<file path="config.mk">
export PLATFORM = sky130hd
export DESIGN_NAME = switches_debounce
export DESIGN_NICKNAME = d
export VERILOG_FILES = /design/src/rtl/switches_debounce_pkg.sv /design/src/rtl/switches_debounce_if.sv /design/src/rtl/switches_debounce_channel.sv /design/src/rtl/switches_debounce.sv
export SDC_FILE = /design/constraint.sdc
export NUM_CORES = 1
export LEC_CHECK = 0
export ABC_AREA = 1
export CAP_MARGIN = 20
export CORE_MARGIN = 2
export CORE_UTILIZATION = 63
export CTS_CLUSTER_SIZE = 8
export DETAILED_ROUTE_END_ITERATION = 7
export GPL_ROUTABILITY_DRIVEN = 0
export PLACE_DENSITY = 0.82
export SYNTH_ARGS = -nofsm -noshare
export SYNTH_HDL_FRONTEND = slang
export SYNTH_HIERARCHICAL = 1
export SYNTH_SLANG_ARGS = --single-unit
</file>
<file path="constraint.sdc">
create_clock -name i_clk -period 2.8 [get_ports i_clk]
set_clock_uncertainty 0.1 [all_clocks]
set_input_delay 0.56 -clock i_clk [delete_from_list [all_inputs] [get_ports i_clk]]
set_output_delay 0.56 -clock i_clk [all_outputs]
set_load 0.01 [all_outputs]
</file>
<file path="src/rtl/switches_debounce_pkg.sv">
// Shared constants and channel state type for the switch debouncer and switches_logic.
package switches_pkg;

    localparam int unsigned NUM_SWITCHES            = 4;
    localparam int unsigned DEFAULT_DEBOUNCE_CYCLES = 250000;

    typedef enum logic {
        ST_IDLE,
        ST_PENDING
    } chan_state_t;

endpackage : switches_pkg

</file>
<file path="src/rtl/switches_debounce_if.sv">
// One switch channel: raw level in, debounced level and edge pulses out.
interface switches_debounce_if;

    logic raw;
    logic level;
    logic press;
    logic rel;

    modport master (output raw, input level, press, rel);
    modport slave  (input raw, output level, press, rel);

endinterface : switches_debounce_if

</file>
<file path="src/rtl/switches_debounce_channel.sv">
// Single debounce channel: two-flop synchronizer, qualification counter,
// stable level register and registered press/release pulses.
module switch_debounce_channel
    import switches_pkg::*;
#(
    parameter int unsigned DEBOUNCE_CYCLES = DEFAULT_DEBOUNCE_CYCLES
) (
    input  logic                i_clk,
    input  logic                i_rst_n,
    switches_debounce_if.slave  bus
);

    localparam int unsigned     CW      = $clog2(DEBOUNCE_CYCLES);
    localparam logic [CW-1:0]   CNT_MAX = CW'(DEBOUNCE_CYCLES - 1);

    logic          r_sync1;
    logic          r_sync2;
    logic          r_stable;
    logic          r_press;
    logic          r_release;
    logic [CW-1:0] r_cnt;
    chan_state_t   w_state;

    // State is a pure function of the synchronized level versus the accepted one.
    assign w_state = (r_sync2 != r_stable) ? ST_PENDING : ST_IDLE;

    always_ff @(posedge i_clk or negedge i_rst_n) begin
        if (!i_rst_n) begin
            r_sync1   <= 1'b0;
            r_sync2   <= 1'b0;
            r_stable  <= 1'b0;
            r_press   <= 1'b0;
            r_release <= 1'b0;
            r_cnt     <= '0;
        end else begin
            r_sync1   <= bus.raw;
            r_sync2   <= r_sync1;
            r_press   <= 1'b0;
            r_release <= 1'b0;
            case (w_state)
                ST_PENDING: begin
                    if (r_cnt == CNT_MAX) begin
                        r_stable  <= r_sync2;
                        r_cnt     <= '0;
                        r_press   <= r_sync2;
                        r_release <= ~r_sync2;
                    end else begin
                        r_cnt <= r_cnt + CW'(1);
                    end
                end
                default: r_cnt <= '0;
            endcase
        end
    end

    assign bus.level = r_stable;
    assign bus.press = r_press;
    assign bus.rel   = r_release;

endmodule : switch_debounce_channel

</file>
<file path="src/rtl/switches_debounce.sv">
// Four independent switch debounce channels; wiring only.
module switches_debounce
    import switches_pkg::*;
#(
    parameter int unsigned DEBOUNCE_CYCLES = DEFAULT_DEBOUNCE_CYCLES
) (
    input  logic i_clk,
    input  logic i_rst_n,
    input  logic i_switch_1,
    input  logic i_switch_2,
    input  logic i_switch_3,
    input  logic i_switch_4,
    output logic o_switch_1,
    output logic o_switch_2,
    output logic o_switch_3,
    output logic o_switch_4,
    output logic o_press_1,
    output logic o_press_2,
    output logic o_press_3,
    output logic o_press_4,
    output logic o_release_1,
    output logic o_release_2,
    output logic o_release_3,
    output logic o_release_4
);

    switches_debounce_if w_bus [NUM_SWITCHES] ();

    assign w_bus[0].raw = i_switch_1;
    assign w_bus[1].raw = i_switch_2;
    assign w_bus[2].raw = i_switch_3;
    assign w_bus[3].raw = i_switch_4;

    assign o_switch_1  = w_bus[0].level;
    assign o_switch_2  = w_bus[1].level;
    assign o_switch_3  = w_bus[2].level;
    assign o_switch_4  = w_bus[3].level;
    assign o_press_1   = w_bus[0].press;
    assign o_press_2   = w_bus[1].press;
    assign o_press_3   = w_bus[2].press;
    assign o_press_4   = w_bus[3].press;
    assign o_release_1 = w_bus[0].rel;
    assign o_release_2 = w_bus[1].rel;
    assign o_release_3 = w_bus[2].rel;
    assign o_release_4 = w_bus[3].rel;

    for (genvar g = 0; g < NUM_SWITCHES; g++) begin : g_ch
        switch_debounce_channel #(
            .DEBOUNCE_CYCLES(DEBOUNCE_CYCLES)
        ) u_ch (
            .i_clk   (i_clk),
            .i_rst_n (i_rst_n),
            .bus     (w_bus[g])
        );
    end

endmodule : switches_debounce

</file>
==> flow_summary.rst, run 1 <==
.. list-table::
   :header-rows: 1

   * - Metric
     - Value
   * - CTS tree
     - yes
   * - Buffers and inverters on the worst path
     - 1
   * - EDFF count, synth
     - 0
   * - Starting utilization of the core area
     - 0.656
   * - Count of non-filler cells in the finished layout
     - 697
   * - Core utilization of the finished layout
     - 0.730
   * - Number of setup buffers added after CTS
     - 0
   * - Highest clock frequency the design can meet
     - 0.496 GHz
   * - Resized cells post-CTS
     - 0
   * - Async SR Flop Fraction
     - 1.00
   * - DRC marker count from the first detailed-route iteration
     - 175
   * - Synth Warn #
     - 6
   * - Class of the worst hold path
     - in -> async
   * - Floorplan row count
     - 31
   * - Clock sinks
     - 92
   * - Area added between synthesis and finish
     - 11.2%
   * - Initial DRT Pass Iterations
     - 5
   * - Area share of the leading cell type in the synthesized netlist
     - 0.481
   * - Setup-violating endpoint count in the final report
     - 0
   * - Number of global-route vias before repair
     - 3,528
   * - Detailed-route wire length per cell
     - 12.4 um
   * - Arrival @ worst endpoint
     - 1360 ps
   * - H-tree depth
     - 3
   * - Max-slew violation total from the final report
     - 0
   * - Vias
     - 3,649
   * - Clock buffer count from CTS
     - 9
   * - Critical Path, Cell by Cell
     - clkdlybuf4s50_1
   * - Residual antenna-violating net count after detailed routing
     - 0
   * - P per Cell Area
     - 458 nW/um2
   * - Critical-path cell with the highest stage delay
     - sky130_fd_sc_hd__clkdlybuf4s50_1
   * - Tightest slew margin relative to the limit
     - 0.612
   * - Post-route design area
     - 5320 um2
   * - Total number of cells along the worst setup path
     - 1
   * - Placeable core region
     - 7290 um2
   * - Category of cells accounting for the largest share of critical-path delay
     - buffers and inverters
   * - Aggregate global-route resource usage
     - 0.230
   * - Post-Syn Nets
     - 574
   * - #FFs+latches synth
     - 92
   * - Detailed placement HPWL
     - 6.23 mm
   * - Final global-route overflow total
     - 0
   * - Remaining routing DRC violations
     - 0
   * - Mean instance size in the synthesized netlist
     - 8.48 um2
   * - Number of max-cap violations
     - 0
   * - Portion of the post-synthesis area used by sequential elements
     - 0.481
   * - P_leak
     - 2.32 nW
   * - Die width
     - 91.1 um
   * - Required time worst endpoint
     - 2140 ps
   * - Worst slack at placement
     - 1170 ps
   * - Cells taking the most area after synthesis
     - sky130_fd_sc_hd__dfrtp_1 (48%), sky130_fd_sc_hd__nor2_1 (8.5%), sky130_fd_sc_hd__nand2_1 (7.2%)
   * - Num ports
     - 18
   * - Mapped Cells
     - 564
   * - Cts hold-fix bufs
     - 0
   * - Unrepaired setup endpoints after global routing
     - no
   * - Maximum number of pins on one net before global-route repair
     - 48
   * - Setup slack of the critical path after layout
     - 784 ps
   * - CP startpoint kind
     - flip-flop
   * - Routed via count divided by cell count
     - 5.24
   * - Tightest Pin Transition
     - 582 ps
   * - Longest individual stage delay on the worst path
     - 570 ps
   * - Maximum vdd drop
     - 323 uV
   * - Synth Flop Type
     - sky130_fd_sc_hd__dfrtp_1
   * - Count of distinct cell types in the synthesized netlist
     - 22
   * - DP Area
     - 5100 um2
   * - Cell accounting for the most synthesized area
     - sky130_fd_sc_hd__dfrtp_1
   * - Number of failing hold endpoints at the final stage
     - 0
   * - Net count reported at finish
     - 603
   * - Antenna Diode Count
     - 0
   * - Clock input transition at the sequential cells of the worst setup and hold paths
     - 90 ps
   * - Clock tree root buffer cell
     - sky130_fd_sc_hd__clkbuf_8
   * - Number of cells on the worst reg-to-reg path
     - 6
   * - Critical setup path kind
     - reg -> out
   * - Input/output buffers
     - 17
   * - Initial antenna violation count
     - 0
   * - Synthesized cell area
     - 4780 um2
   * - Total wirelength of the detailed-routed design
     - 8.62 mm
   * - Die H
     - 91.1 um
   * - Setup TNS
     - 0 ps
   * - Deepest clock path buffer count
     - 2
   * - Final Critical Period
     - 2020 ps
   * - Cell total after placement
     - 681
   * - Dominant cell by count in the synthesized netlist
     - sky130_fd_sc_hd__nor2_1
   * - Total die area
     - 8310 um2
   * - Run status
     - finished clean
   * - Most numerous cell types in the synthesized netlist
     - sky130_fd_sc_hd__nor2_1 (108), sky130_fd_sc_hd__dfrtp_1 (92), sky130_fd_sc_hd__nand2_1 (92)
   * - Final cycle utilization of the critical path
     - 0.720
   * - CP endpoint kind
     - output pin
   * - Max Fanout on Critical Path
     - 5
   * - Share of final-layout standard cells stronger than drive strength 1
     - 0.149
   * - Wire length of the first global-routing pass
     - 15.4 mm
   * - Clk_lat worst skew
     - 360 ps
[report_power, final]
| part | internal, mW | switching [mW] |
|---|---|---|
| Clock | 0.530 | 0.454 |
| Sequential | 1.35 | 0.0138 |
| Combinational | 0.0277 | 0.0671 |
| Total | 1.90 | 0.535 |
[metal layers]
layer	wire length, um	GRT usage	up-vias
met2	4380	0.391	55
met5	0	0	-
met3	332	0.0564	10
li1	-	-	1832
met4	109	0.0745	0
met1	3800	0.290	1752
[cells in the final DEF (no fill, tap or decap), drive strengths merged]
cell and count:
buf 2, xor2 16, nand3b 4, nand3 44, inv 68, dfrtp 92, a31oi 4, clkbuf 11
clkdlybuf4s50 16, ha 4, o21ai 12, nand2 108, clkinv 2, a21oi 24, bufinv 2, nor2 148
xnor2 12, nand4 4, clkinvlp 1, nor3b 4, nor3 20
[area by class of cell]
cell class,instances,area [um2]
Inverter,68,255
Tap cell,99,124
Fill cell,568,1970
Timing Repair Buffer,18,188
Clock inverter,5,85.1
Sequential cell,92,2300
Clock buffer,11,141
Multi-Input combinational cell,404,2230
[final timing paths]
| kind | from | endpoint | slack [ps] |
|---|---|---|---|
| setup / recovery | g_ch[1].u_ch/bus.level | o_switch_2 | 780 |
| hold / removal | i_rst_n | g_ch[2].u_ch/r_cnt[3] | 90 |
| setup reg to reg | g_ch[2].u_ch/r_cnt[0] | g_ch[2].u_ch/r_cnt[9] | 1190 |
| hold reg to reg | g_ch[0].u_ch/r_sync1 | g_ch[0].u_ch/r_sync2 | 250 |
| max in group asynchronous | i_rst_n | g_ch[0].u_ch/r_cnt[12] | 1860 |
| min in group i_clk | g_ch[0].u_ch/r_sync1 | g_ch[0].u_ch/r_sync2 | 250 |
[state kept, by name (all words and copies together), names as in the netlist]
signal and count:
g_ch.u_ch/bus.rel 4, g_ch.u_ch/r_sync1 4, g_ch.u_ch/bus.press 4, g_ch.u_ch/r_sync2 4, g_ch.u_ch/bus.level 4, g_ch.u_ch/r_cnt 72
[metrics by stage]
step / hold slack, ps / power (mW)
3_5_place_dp: 235 / 1.48
6_report: 91.4 / 2.44
3_3_place_gp: 234 / 1.48
4_1_cts: 109 / 2.47
5_1_grt: 132 / 2.54
2_1_floorplan: 164 / 1.43
[kinds of logic after synthesis]
logic type | Yosys count | share of synthesized area
AO/OA/AOI/OAI | 40 | 0.0554
XOR/XNOR | 28 | 0.0513
adder cells (fa/ha/maj) | 4 | 0.0105
buffers and inverters | 68 | 0.0533
flip-flops | 92 | 0.481
AND/OR/NAND/NOR | 332 | 0.348
No activity file was read; power rests on OpenSTA's default activity.
==> run 2, diff against run 1 <==
--- a/config.mk
+++ b/config.mk
@@ -8,11 +8,11 @@
 export ABC_AREA = 1
 export CAP_MARGIN = 20
 export CORE_MARGIN = 2
-export CORE_UTILIZATION = 63
+export CORE_UTILIZATION = 61
 export CTS_CLUSTER_SIZE = 8
 export DETAILED_ROUTE_END_ITERATION = 7
 export GPL_ROUTABILITY_DRIVEN = 0
-export PLACE_DENSITY = 0.82
+export PLACE_DENSITY = 0.8
 export SYNTH_ARGS = -nofsm -noshare
 export SYNTH_HDL_FRONTEND = slang
 export SYNTH_HIERARCHICAL = 1
==> constraint.sdc (replaced) <==
create_clock -name i_clk -period 2 [get_ports i_clk]
set_clock_uncertainty 0.1 [all_clocks]
set_input_delay 0.4 -clock i_clk [delete_from_list [all_inputs] [get_ports i_clk]]
set_output_delay 0.4 -clock i_clk [all_outputs]
set_load 0.01 [all_outputs]
==> flow_summary.rst, run 2 (synthesis gave the netlist of run 1 again) <==
.. list-table::
   :header-rows: 1

   * - Metric
     - Value
   * - Run status
     - finished clean
   * - Aggregate global-route resource usage
     - 0.226
   * - Number of setup buffers added after CTS
     - 0
   * - Highest-count cells in the layout ignoring fill and taps
     - sky130_fd_sc_hd__nor2_1 (108), sky130_fd_sc_hd__nand2_1 (92), sky130_fd_sc_hd__dfrtp_1 (92)
   * - Num ports
     - 18
   * - Clock tree root buffer cell
     - sky130_fd_sc_hd__clkbuf_8
   * - Detailed-route wire length per cell
     - 12.5 um
   * - Biggest register
     - g_ch.u_ch/r_cnt
   * - Initial DRT Pass Iterations
     - 4
   * - Floorplan row count
     - 32
   * - Net count reported at finish
     - 604
   * - Total wirelength of the detailed-routed design
     - 8.75 mm
   * - Initial antenna violation count
     - 0
   * - Most common library cell in the layout ignoring fill and taps
     - sky130_fd_sc_hd__nor2_1
   * - Tightest Pin Transition
     - 558 ps
   * - Maximum number of pins on one net before global-route repair
     - 93
   * - Tightest slew margin relative to the limit
     - 0.627
   * - Number of global-route vias before repair
     - 3,615
   * - Internal reg-to-reg setup slack
     - 440 ps
   * - Longest individual stage delay on the worst path
     - 570 ps
   * - Cell total after placement
     - 684
   * - Unrepaired setup endpoints after global routing
     - no
   * - Vias
     - 3,652
   * - Category of cells accounting for the largest share of critical-path delay
     - buffers and inverters
   * - DRC marker count from the first detailed-route iteration
     - 208
   * - Power Internal
     - 2.64 mW
   * - CP endpoint kind
     - output pin
   * - Highest clock frequency the design can meet
     - 0.538 GHz
   * - Share of total power in the clock network
     - 0.405
   * - Antenna Diode Count
     - 0
   * - Required time worst endpoint
     - 1500 ps
   * - Maximum vdd drop
     - 392 uV
   * - P_leak
     - 2.33 nW
   * - Fraction of power consumed by sequential logic
     - 0.556
   * - Count of non-filler cells in the finished layout
     - 701
   * - Critical Path, Cell by Cell
     - clkdlybuf4s50_1
   * - Clock input transition at the sequential cells of the worst setup and hold paths
     - 90 ps
   * - Class of the worst hold path
     - reg -> reg
   * - Max Fanout on Critical Path
     - 5
   * - Clk_lat worst skew
     - 360 ps
   * - Buffers and inverters on the worst path
     - 1
   * - Flip-flop count of the largest register after layout
     - 72
   * - Remaining routing DRC violations
     - 0
   * - Setup TNS
     - 0 ps
   * - Deepest clock path buffer count
     - 2
   * - CP startpoint kind
     - flip-flop
   * - Clock sinks
     - 92
   * - Number of max-cap violations
     - 0
   * - Switching Fraction
     - 0.229
   * - Psw
     - 0.785 mW
   * - Area added between synthesis and finish
     - 11.5%
   * - Starting utilization of the core area
     - 0.626
   * - Clock buffer count from CTS
     - 9
   * - Die width
     - 92.6 um
   * - Number of failing hold endpoints at the final stage
     - 0
   * - Residual antenna-violating net count after detailed routing
     - 0
   * - Max-slew violation total from the final report
     - 0
   * - H-tree depth
     - 3
   * - Critical setup path kind
     - reg -> out
   * - CTS tree
     - yes
   * - Final global-route overflow total
     - 0
   * - Share of final-layout standard cells stronger than drive strength 1
     - 0.150
   * - Arrival @ worst endpoint
     - 1360 ps
   * - Wire length of the first global-routing pass
     - 15.5 mm
   * - Critical-path cell with the highest stage delay
     - sky130_fd_sc_hd__clkdlybuf4s50_1
   * - Detailed placement HPWL
     - 6.28 mm
   * - Total die area
     - 8570 um2
   * - Setup-violating endpoint count in the final report
     - 0
   * - Die H
     - 92.6 um
   * - Input/output buffers
     - 17
   * - Placeable core region
     - 7650 um2
   * - P per Cell Area
     - 642 nW/um2
   * - Proportion of power drawn by combinational gates
     - 0.039
   * - Routed via count divided by cell count
     - 5.21
   * - Final cycle utilization of the critical path
     - 0.929
   * - Final Critical Period
     - 1860 ps
   * - WHS
     - 248 ps
## run 2: cell types whose count changed in the layout (fill, tap and decap cells not counted)
cell and change:
sky130_fd_sc_hd__clkinv_4 +1, sky130_fd_sc_hd__inv_6 +1, sky130_fd_sc_hd__clkinvlp_4 -1, sky130_fd_sc_hd__clkinv_2 +1, sky130_fd_sc_hd__dlygate4sd3_1 +1, sky130_fd_sc_hd__clkbuf_8 -1, sky130_fd_sc_hd__clkbuf_1 -1
## run 2: stage by stage
step	setup WS (ps)	total power [mW]	cell area [um2]	util
after floorplan	613	2.00	4780	-
after global placement	527	2.07	5100	0.667
after detailed placement	465	2.08	5100	0.667
after CTS	124	3.47	5330	0.697
after global routing	72.5	3.56	5330	0.697
final	141	3.42	5330	0.697
## run 2: final cells by class
cell class / count / area [um2]
clock buffer: 9 / 124
clock inverter: 7 / 100
fill: 613 / 2310
inverter: 68 / 255
multi-input combinational: 404 / 2230
sequential: 92 / 2300
tap: 102 / 128
timing repair buffer: 19 / 198
## run 2: path summary, 6_finish.rpt
| check | startpoint | to | depth (start not counted) |
|---|---|---|---|
| max | g_ch[2].u_ch/bus.level | o_switch_3 | 1 |
| min | g_ch[2].u_ch/r_sync1 | g_ch[2].u_ch/r_sync2 | 0 |
| max reg2reg | g_ch[3].u_ch/r_cnt[0] | g_ch[3].u_ch/r_cnt[9] | 6 |
| min reg2reg | g_ch[2].u_ch/r_sync1 | g_ch[2].u_ch/r_sync2 | 0 |
| max in group asynchronous | i_rst_n | g_ch[3].u_ch/r_cnt[11] | 3 |
| min in group asynchronous | i_rst_n | g_ch[2].u_ch/r_cnt[14] | 3 |
## run 2: power by group through the flow
stage,clock network (mW),registers (mW),logic (mW)
global placement,0,1.94,0.131
floorplan,0,1.94,0.0656
global route,1.50,1.91,0.155
finish,1.39,1.90,0.133
CTS,1.43,1.90,0.137
detailed placement,0,1.94,0.134
## run 2: what timing repair did
| item | 4_1_cts | 5_1_grt |
|---|---|---|
| hold buffers | 1 | 0 |
| gates resized for setup | 0 | 0 |
| hold endpoints to repair | 43 | 0 |
## run 2: routing by layer
layer	vias up	wire length, um	GRT usage	part of all wire
li1	1837	-	-	-
met1	1741	4040	0.285	0.46
met2	61	4320	0.389	0.49
met3	13	254	0.0358	0.029
met4	0	139	0.0896	0.016
met5	-	0	0	0
